File: src/rtl/dc_blanking_multi.sv
// DC-bin blanker: replaces samples at up to NUM_POS programmable frame indices with zero or the last clean sample.
// Optional saturating blanked-sample counter on blank_cnt when DC_BLANK_STATS_EN is defined.

module dc_blank_pos_cmp #(
  parameter int FRAME_W = 10
) (
  input  logic [FRAME_W-1:0] idx,
  input  logic [FRAME_W-1:0] flen,
  input  logic [FRAME_W-1:0] pos_idx,
  input  logic               pos_vld,
  output logic               hit
);
  // A position at or beyond the frame length can never be reached, so it never matches.
  assign hit = pos_vld && (idx == pos_idx) && ((flen == '0) || (pos_idx < flen));
endmodule

module dc_blanking_multi #(
  parameter int DATA_W    = 32,
  parameter int FRAME_W   = 10,
  parameter int NUM_POS   = 4,
  parameter int BASE_ADDR = 4
) (
  input  logic              clock,
  input  logic              reset,
  input  logic              set_stb,
  input  logic [7:0]        set_addr,
  input  logic [31:0]       set_data,
  input  logic              dv_in,
  input  logic              sof_in,
  input  logic [DATA_W-1:0] data_in,
  output logic              dv_out,
  output logic [DATA_W-1:0] data_out,
  output logic              blanked_out,
  output logic [31:0]       blank_cnt
);
  typedef enum logic [1:0] {IDLE, ARMED, RUN} state_t;

  localparam logic [7:0] A_CTRL = 8'(BASE_ADDR);
  localparam logic [7:0] A_FLEN = 8'(BASE_ADDR + 1);

  state_t                           state;
  logic                             ctrl_en, ctrl_mode, ctrl_sync, ctrl_wr;
  logic [FRAME_W-1:0]               flen;
  logic [NUM_POS-1:0]               pos_vld;
  logic [NUM_POS-1:0][FRAME_W-1:0]  pos_idx;
  logic [FRAME_W-1:0]               cnt, cur_idx, cnt_nxt;
  logic [FRAME_W:0]                 inc;
  logic                             wr_ctrl, wr_flen, elig;

  logic [2:1]                       vld_pipe;
  logic [DATA_W-1:0]                s1_data, hold;
  logic [FRAME_W-1:0]               s1_idx;
  logic                             s1_elig, blank;
  logic [NUM_POS-1:0]               hits;
  logic                             unused_bits;

  assign unused_bits = ^set_data;
  assign wr_ctrl     = set_stb && (set_addr == A_CTRL);
  assign wr_flen     = set_stb && (set_addr == A_FLEN);

  // sof restarts the frame at index 0 for the sample that carries it
  assign cur_idx = (dv_in && sof_in) ? '0 : cnt;
  assign inc     = {1'b0, cur_idx} + 1'b1;
  assign cnt_nxt = (inc[FRAME_W] || ((flen != '0) && (inc[FRAME_W-1:0] >= flen))) ? '0
                                                                                 : inc[FRAME_W-1:0];
  assign elig    = (state == RUN) || ((state == ARMED) && ctrl_en && dv_in && sof_in);

  always_ff @(posedge clock or negedge reset) begin
    if (!reset) begin
      ctrl_en   <= 1'b0;
      ctrl_mode <= 1'b0;
      ctrl_sync <= 1'b0;
      ctrl_wr   <= 1'b0;
      flen      <= '0;
      pos_vld   <= '0;
      pos_idx   <= '0;
    end else begin
      ctrl_wr <= wr_ctrl;
      if (wr_ctrl) {ctrl_sync, ctrl_mode, ctrl_en} <= set_data[2:0];
      if (wr_flen) flen <= set_data[FRAME_W-1:0];
      for (int k = 0; k < NUM_POS; k++) begin
        if (set_stb && (set_addr == 8'(BASE_ADDR + 2 + k))) begin
          pos_vld[k] <= set_data[31];
          pos_idx[k] <= set_data[FRAME_W-1:0];
        end
      end
    end
  end

  always_ff @(posedge clock or negedge reset) begin
    if (!reset) begin
      state <= IDLE;
      cnt   <= '0;
    end else begin
      case (state)
        IDLE: begin
          cnt <= '0;
          if (ctrl_en) state <= ctrl_sync ? ARMED : RUN;
        end
        ARMED: begin
          if (!ctrl_en) state <= IDLE;
          else if (dv_in && sof_in) begin
            state <= RUN;
            cnt   <= cnt_nxt;
          end
        end
        RUN: begin
          if (!ctrl_en) state <= IDLE;
          else if (ctrl_wr && ctrl_sync) state <= ARMED;
          if (dv_in) cnt <= cnt_nxt;
        end
        default: state <= IDLE;
      endcase
      if (wr_flen) cnt <= '0;
    end
  end

  for (genvar k = 0; k < NUM_POS; k++) begin : g_pos
    dc_blank_pos_cmp #(.FRAME_W(FRAME_W)) u_cmp (
      .idx     (s1_idx),
      .flen    (flen),
      .pos_idx (pos_idx[k]),
      .pos_vld (pos_vld[k]),
      .hit     (hits[k])
    );
  end

  assign blank = vld_pipe[1] && s1_elig && (|hits);

  always_ff @(posedge clock or negedge reset) begin
    if (!reset) begin
      vld_pipe    <= '0;
      s1_data     <= '0;
      s1_idx      <= '0;
      s1_elig     <= 1'b0;
      hold        <= '0;
      data_out    <= '0;
      blanked_out <= 1'b0;
    end else begin
      vld_pipe    <= {vld_pipe[1], dv_in};
      s1_data     <= data_in;
      s1_idx      <= cur_idx;
      s1_elig     <= elig;
      blanked_out <= blank;
      data_out    <= blank ? (ctrl_mode ? hold : '0) : s1_data;
      if (vld_pipe[1] && !blank) hold <= s1_data;
    end
  end

  assign dv_out = vld_pipe[2];

`ifdef DC_BLANK_STATS_EN
  always_ff @(posedge clock or negedge reset) begin
    if (!reset)                                         blank_cnt <= '0;
    else if (wr_ctrl)                                   blank_cnt <= '0;
    else if (dv_out && blanked_out && (blank_cnt != '1)) blank_cnt <= blank_cnt + 1'b1;
  end
`else
  assign blank_cnt = '0;
`endif

endmodule

File: config.mk
export PLATFORM = sky130hd
export DESIGN_NAME = dc_blanking_multi
export DESIGN_NICKNAME = d
export VERILOG_FILES = /design/src/rtl/dc_blanking_multi.sv
export SDC_FILE = /design/constraint.sdc
export NUM_CORES = 1
export LEC_CHECK = 0
export BUFFER_PORTS_ARGS = -buffer_cell sky130_fd_sc_hd__buf_2
export CORE_MARGIN = 1
export CORE_UTILIZATION = 52
export CTS_CLUSTER_DIAMETER = 120
export DETAILED_ROUTE_END_ITERATION = 7
export PLACE_DENSITY = 0.73
export SYNTH_ARGS = -nofsm -noshare
export SYNTH_HDL_FRONTEND = slang
export SYNTH_SLANG_ARGS = --single-unit
export TNS_END_PERCENT = 30
File: constraint.sdc
create_clock -name clock -period 2.7 [get_ports clock]
set_input_delay 0 -clock clock [delete_from_list [all_inputs] [get_ports clock]]
set_output_delay 0 -clock clock [all_outputs]
set_load 0.005 [all_outputs]
==> results.md, run 1 <==
* Min-Delay Path Class: in2async
* Area Growth Syn to Fin at 22.70%
* Design Power at 7.236 mW
* Setup Viol. Count Final at 0
* Synth Area per Inst at 11.08 sq um
* Number of flops mapped to enable cells by yosys at 0
* Final std cells w/o fill at around 1300
* Post-DP HPWL at 14.60 mm
* Critical path fanouts, max at 11
* Final hold vios at 0
* Max Cap Viol at 0
* Core ar. at 17360 sq um
* IO Count at between 100 and 150
* Outcome: completed
* Slew HR at 0.5170
* Unique cell type count in the Yosys netlist at 46
* Crit start category: flop
* Synth warnings at 0
* Detailed Route WL at 21.37 mm
* Root Driver: clkbuf_16
* Clock buffer depth at 2
* Power density over the cells at 635.7 nW/um^2
* P_leak at 5.655 nW
* Clock sinks at 180
* Die H at between 100 and 150 um
* FMAX at 384.6 MHz
* Share of post-route cells with drive strength above 1 at 0.2459
* Syn Inst Count at about 840
* Antenna Cells at 0
* Register area share after synthesis at 0.4856
* FILL cells at 1313
* Worst setup EP type: flop
* Detailed Routing Iterations Pass 1 at 5
* Initial DRC Count at 485
* TritonCTS buffer count at 17
* Starting Density at 0.5345
* Total Nets Final at 1148
* Clk slew on worst S/H paths at approximately 80 ps
* Critical Path Slowest Stage Cell: dfrtp_1
* FP Rows at 48
* Number of global-route vias before repair at approximately 6600
* Mapped cell area at 9276 sq um
* Worst setup margin at 99.87 ps
* Crit Path Category: reg2reg
* Die area at 18380 sq um
* Max VDD drop at ~0.47 mV
* Die width at 135.6 um
* GRT Total Usage at 0.2435
* Final ANT Viol Nets at 0
* Final clock skew at 20.85 ps
* Async S/R FF share, synth at 1.000
* H-tree depth at 4
* Wire per inst at 16.98 um
* Pre-CTS WS at -189.2 ps
* Delay-heaviest family, CP: simple AND/OR/NAND/NOR gates
* Tightest Pin Transition at between 700 and 800 ps
* CTS tree: yes
* Largest net degree at the start of global routing at 63
* Placed cell count at 1173
* Seq cells post-synth at 180
* DRC errors left at 0
* RSZ-0062 raised after global routing: yes
* Congestion Overflow GR at 0
* Max-slew violation count at 0
* Worst path max stage delay at 390 ps
* Port Buffers at 89
* Final min period at 2600 ps
* First-pass GRT wire length at 33.93 mm
* Clock latency on the worst-skew pair at 450 ps
* Vias/cell at between 5 and 6
* Initial antenna violation count at 0
* Vias post-DR at around 6800
* Worst path bufs/invs at 2
* CP required at just over 3000 ps
* Synth Flop Type: dfrtp_1
* CP arrival at 2960 ps
* Final period utilization at 0.9630
* Critical path, cell by cell: buf_4 > nor4_4 > nand4_2 > and2_1 > a221oi_1 > or4_4 > and3_4 > clkbuf_16 > mux2i_1
* Global placer's final weighted congestion at 0.8947
cells in the final DEF (no fill, tap or decap), drive strengths merged, types with 20 or more instances in the layout:
cell type / n
nand4: 23
xnor2: 42
mux2i: 65
dlygate4sd3: 48
a221o: 32
dfrtp: 180
conb: 32
inv: 53
o21ai: 20
ha: 51
mux2: 48
buf: 159
nand2: 113
synthesized netlist by cell type (16+ instances only):
library cell,n,area share
a21o_1,16,0.013
a21oi_1,17,0.0092
a221o_1,32,0.035
buf_4,33,0.027
clkbuf_1,24,0.0097
dfrtp_1,180,0.49
ha_1,51,0.069
inv_1,46,0.019
mux2_2,48,0.058
mux2i_1,65,0.070
nand2_1,113,0.046
nand4_1,22,0.015
o21ai_0,19,0.010
xnor2_1,42,0.040
routing by layer:
layer,global-route usage,wire [um]
met1,0.3353,9889
met2,0.3897,10230
met3,0.04676,929
met4,0.06991,317
met5,0,0
cells by family (layout without fill, tap and decap cells):
family                     count (synthesis)  after routing  synth area share
other                                      1             32         0.0004043
muxes                                    113            113            0.1284
DFF                                      180            180            0.4856
xor gates and xnor gates                  48             48           0.04532
buffers and inverters                    121            286           0.06933
and+or+nand+nor                          208            208            0.1080
adders and majority gates                 51             51           0.06879
AOI/OAI and AO/OA                        115            115           0.09415
per-stage QoR:
step	instance area (sq um)	hold WS, ps	utilization	setup TNS [ps]
final	11380	96.77	0.6558	0
after global placement	10230	23.88	0.5892	-8023
after global routing	11380	145.2	0.6558	-32.44
after floorplan	9393	-295.6	-	0
after detailed placement	10230	22.08	0.5892	-9684
after CTS	11310	122.4	0.6518	0
final timing paths:
path,slack [ps],start,endpoint,depth (start not counted)
setup / recovery,100,flen[1],data_out[2],9
hold / removal,100,reset,data_out[8],2
setup reg to reg,100,flen[1],data_out[2],9
hold reg to reg,520,cnt[1],s1_idx[1],1
max in group asynchronous,1700,reset,s1_data[29],3
min in group clock,160,set_addr[3],ctrl_wr,4
sequential cells by signal (all words and copies together) (netlist names), 2 cells and up:
name	count
pos_vld	4
pos_idx	40
cnt	10
vld_pipe	2
data_out	32
state	2
s1_idx	10
hold	32
flen	10
s1_data	32
power breakdown:
group	internal, mW	leakage, nW	total [mW]	switching, mW
Combinational	0.730	3.14	1.56	0.832
Sequential	2.99	2.23	3.23	0.239
Clock	1.24	0.286	2.45	1.21
final cells by class:
| class | instances | area, sq um | share of cell area |
|---|---|---|---|
| inverters | 46 | 172.7 | 0.01517 |
| repair buffers | 208 | 1545 | 0.1358 |
| clock inverters | 15 | 163.9 | 0.01440 |
| well taps | 225 | 281.5 | 0.02473 |
| flip-flops and latches | 180 | 4504 | 0.3957 |
| clock buffers | 17 | 425.4 | 0.03737 |
| multi-input cells | 567 | 4289 | 0.3768 |
timing repair:
item | in CTS | in global routing
buffers inserted | 0 | 3
hold endpoints to repair | 153 | 0
pin swaps | 1 | 3
cloned | 0 | 2
gates resized for setup | 8 | 8
hold buffers | 48 | 0
setup endpoints to repair | 65 | 73
Power figures use the tool's default switching activity.
==> run 2, diff against run 1 <==
==> constraint.sdc (replaced) <==
create_clock -name clock -period 2.7 [get_ports clock]
set_input_delay 0.54 -clock clock [delete_from_list [all_inputs] [get_ports clock]]
set_output_delay 0.54 -clock clock [all_outputs]
set_load 0.005 [all_outputs]
==> run 2 against run 1 <==
  * Critical endpoint is now hold[18]
  * Sequential share of layout area up 1.1 points
  * Worst hold slack worse by 58 ps
  * Sequential power hardly changed
  * Largest cell class unchanged
  * Critical path type unchanged
  * Combinational power is essentially flat
==> results.md, run 2 (synthesized netlist as in run 1, its figures left out) <==
* Commonest non-fill, non-tap cell in the layout: dfrtp_1
* Internal at 4.955 mW (about the same)
* DR WL met2 at 10.50 mm (+2.7%)
* Delay-heaviest family, CP: simple AND/OR/NAND/NOR gates
* Top Layer Used: met4
* Total Nets Final at 1118 (-2.6%)
* Initial DRC Count at 358 (-26%)
* Die area at 18380 sq um (unchanged)
* Clk pwr share at 0.334 (-0.004)
* Detailed Route WL at 21.45 mm (+0.39%)
* Max Cap Viol at 0 (unchanged)
* GRT Total Usage at 0.2490 (+0.005551)
* First-pass GRT wire length at 35.07 mm (+3.4%)
* Vias post-DR at 6736 (-0.55%)
* Tightest Pin Transition at 803.2 ps (+81.41 ps)
* Port Buffers at 89 (unchanged)
* Number of global-route vias before repair at 7016 (+6.9%)
* Reg2reg setup slack at 100 ps (about the same)
* Min-Delay Path Class: in2async
* Worst path bufs/invs at 2 (unchanged)
* FP Rows at 48 (unchanged)
* Most flop-heavy register: pos_idx
* Congestion Overflow GR at 0 (unchanged)
* Clock latency on the worst-skew pair at 440 ps (about the same)
* Share of post-route cells with drive strength above 1 at 0.2792 (+0.03328)
* Final hold vios at 0 (unchanged)
* P_leak at 5.552 nW (-1.8%)
* Final clock skew at 21.43 ps (+0.5787 ps)
* Sw Share at 0.3122 (-0.002665)
* CP required at 3020 ps (-40 ps)
* Max VDD drop at 0.4302 mV (-9.2%)
* Most frequent cells in the layout: dfrtp_1 (180), nand2_1 (111), buf_2 (88), buf_4 (79), mux2i_1 (64)
* Final period utilization at 0.9621 (about the same)
* Post-DP HPWL at 14.76 mm (+1.1%)
* Final instance area at 11070 sq um (-2.7%)
* Sequential Power Share at 0.450 (+0.004)
* Switching power at 2.249 mW (-1.3%)
* Critical path fanouts, max at 19 (+8)
* Routed met1 length at 9.536 mm (-3.6%)
* Area Growth Syn to Fin at 19.34%
* Clk slew on worst S/H paths at 80 ps (about the same)
* Critical path, cell by cell: inv_1 > ha_1 > and4_1 > and2_1 > a221oi_2 > or4_4 > buf_12 > mux2i_1 > a221o_1
* Max-slew violation count at 0 (unchanged)
* Detailed Routing Iterations Pass 1 at 4 (-1)
* Starting Density at 0.5345 (unchanged)
* H-tree depth at 4 (unchanged)
* Post-Place Cell Area at 10350 sq um (+1.2%)
* Critical Path Slowest Stage Cell: or4_4
* Setup Viol. Count Final at 0 (unchanged)
* Met3 Wirelength at 1.081 mm (+16%)
* Worst path max stage delay at 630 ps (+240 ps)
* Final ANT Viol Nets at 0 (unchanged)
* IO Count at 143 (unchanged)
* Global placer's final weighted congestion at 0.8829 (-1.3%)
* Clock sinks at 180 (unchanged)
* Multi-input logic area at 4330 sq um (+0.96%)
* Largest net degree at the start of global routing at 49 (-22%)
* RSZ-0062 raised after global routing: no
* Core ar. at 17360 sq um (unchanged)
* Outcome: completed
* Final min period at 2598 ps (-2.585 ps)
* FMAX at 385.0 MHz (about the same)
* Die width at 135.6 um (unchanged)
* Reg area at 4504 sq um (unchanged)
* Clock buffer depth at 2 (unchanged)
* Crit start category: flop
* Initial antenna violation count at 0 (unchanged)
* Number of flip-flops in the largest register at 40 (unchanged)
* Slew HR at 0.4639 (-0.05307)
* Worst setup EP type: flop
* Power density over the cells at 650.7 nW/um^2 (+2.4%)
* Design Power at 7.204 mW (-0.44%)
* Worst path depth at 9 (unchanged)
* Crit Path Category: reg2reg
* FILL cells at 1368 (+4.2%)
* CP arrival at 2920 ps (-40 ps)
* CTS Hold Buffers Added at 0 (-100%)
* Wire per inst at 17.45 um (+2.8%)
* TritonCTS buffer count at 17 (unchanged)
* Root Driver: clkbuf_16
* Vias/cell at 5.481 (+1.8%)
* R2R cell count at 9 (unchanged)
* Die H at 135.6 um (unchanged)
* DRC errors left at 0 (unchanged)
* CTS tree: yes
* Comb pwr share at 0.216 (about the same)
==> run 2: cell types whose count changed in the layout (fill, tap and decap cells not counted), moves of 2 or more <==
cell	before	now
dlygate4sd3_1	48	0
buf_12	5	8
clkinv_8	4	1
nand2_2	0	2
inv_2	3	6
nand2_1	113	111
inv_1	43	40
buf_4	65	79
==> run 2: metal layers <==
| metal | vias up | track usage |
|---|---|---|
| met4 | 0 | 0.08177 |
| li1 | 3189 | - |
| met2 | 169 | 0.4155 |
| met1 | 3348 | 0.3204 |
| met5 | - | 0 |
| met3 | 30 | 0.05350 |
==> run 2: worst paths after layout <==
check,start,endpoint
worst max-delay path,flen[9],hold[18]
worst min-delay path,reset,data_out[7]
worst max register to register,flen[9],hold[18]
worst min register to register,s1_data[28],hold[28]
max in group asynchronous,reset,s1_data[11]
min in group clock,data_in[12],s1_data[12]
==> run 2: power by group through the flow <==
stage / clock network (mW) / logic, mW / registers, mW
6_report: 2.41 / 1.56 / 3.24
5_1_grt: 2.56 / 1.73 / 3.28
4_1_cts: 2.43 / 1.53 / 3.24
3_5_place_dp: 0 / 1.48 / 3.29
3_3_place_gp: 0 / 1.44 / 3.27
2_1_floorplan: 0 / 1.05 / 3.20
==> run 2: layout make-up <==
class                      instances  share of cell area
multi-input combinational        568              0.3912
sequential                       180              0.4069
antenna                            1           0.0002260
inverter                          46             0.01560
clock buffer                      19             0.04001
clock inverter                    13             0.01085
timing repair buffer             177              0.1099
tap                              225             0.02543
==> run 2: worst reg2reg max path, stage by stage (launching register included) <==
cell and delay, ps:
dfrtp_1 350, inv_1 110, ha_1 320, and4_1 220, and2_1 160, a221oi_2 60, or4_4 630, buf_12 210
mux2i_1 150, a221o_1 290
==> run 2: repair_timing <==
action	4_1_cts	5_1_grt
resized for setup	8	11
cloned	1	0
endpoints found under the setup margin	64	52
setup buffers	5	2
pin swaps	1	3
==> run 2: stage by stage <==
| step | cells | hold slack (ps) | setup WS, ps | utilization | setup TNS (ps) |
|---|---|---|---|---|---|
| after floorplan | 868 | 244.4 | 29.80 | - | 0 |
| after global placement | 1188 | 499.6 | -275.9 | 0.5965 | -13140 |
| after detailed placement | 1188 | 506.9 | -315.4 | 0.5965 | -16070 |
| after CTS | 1226 | 46.48 | 40.87 | 0.6352 | 0 |
| after global routing | 1228 | 49.04 | 5.397 | 0.6377 | 0 |
| final | 1229 | 38.86 | 102.5 | 0.6378 | 0 |
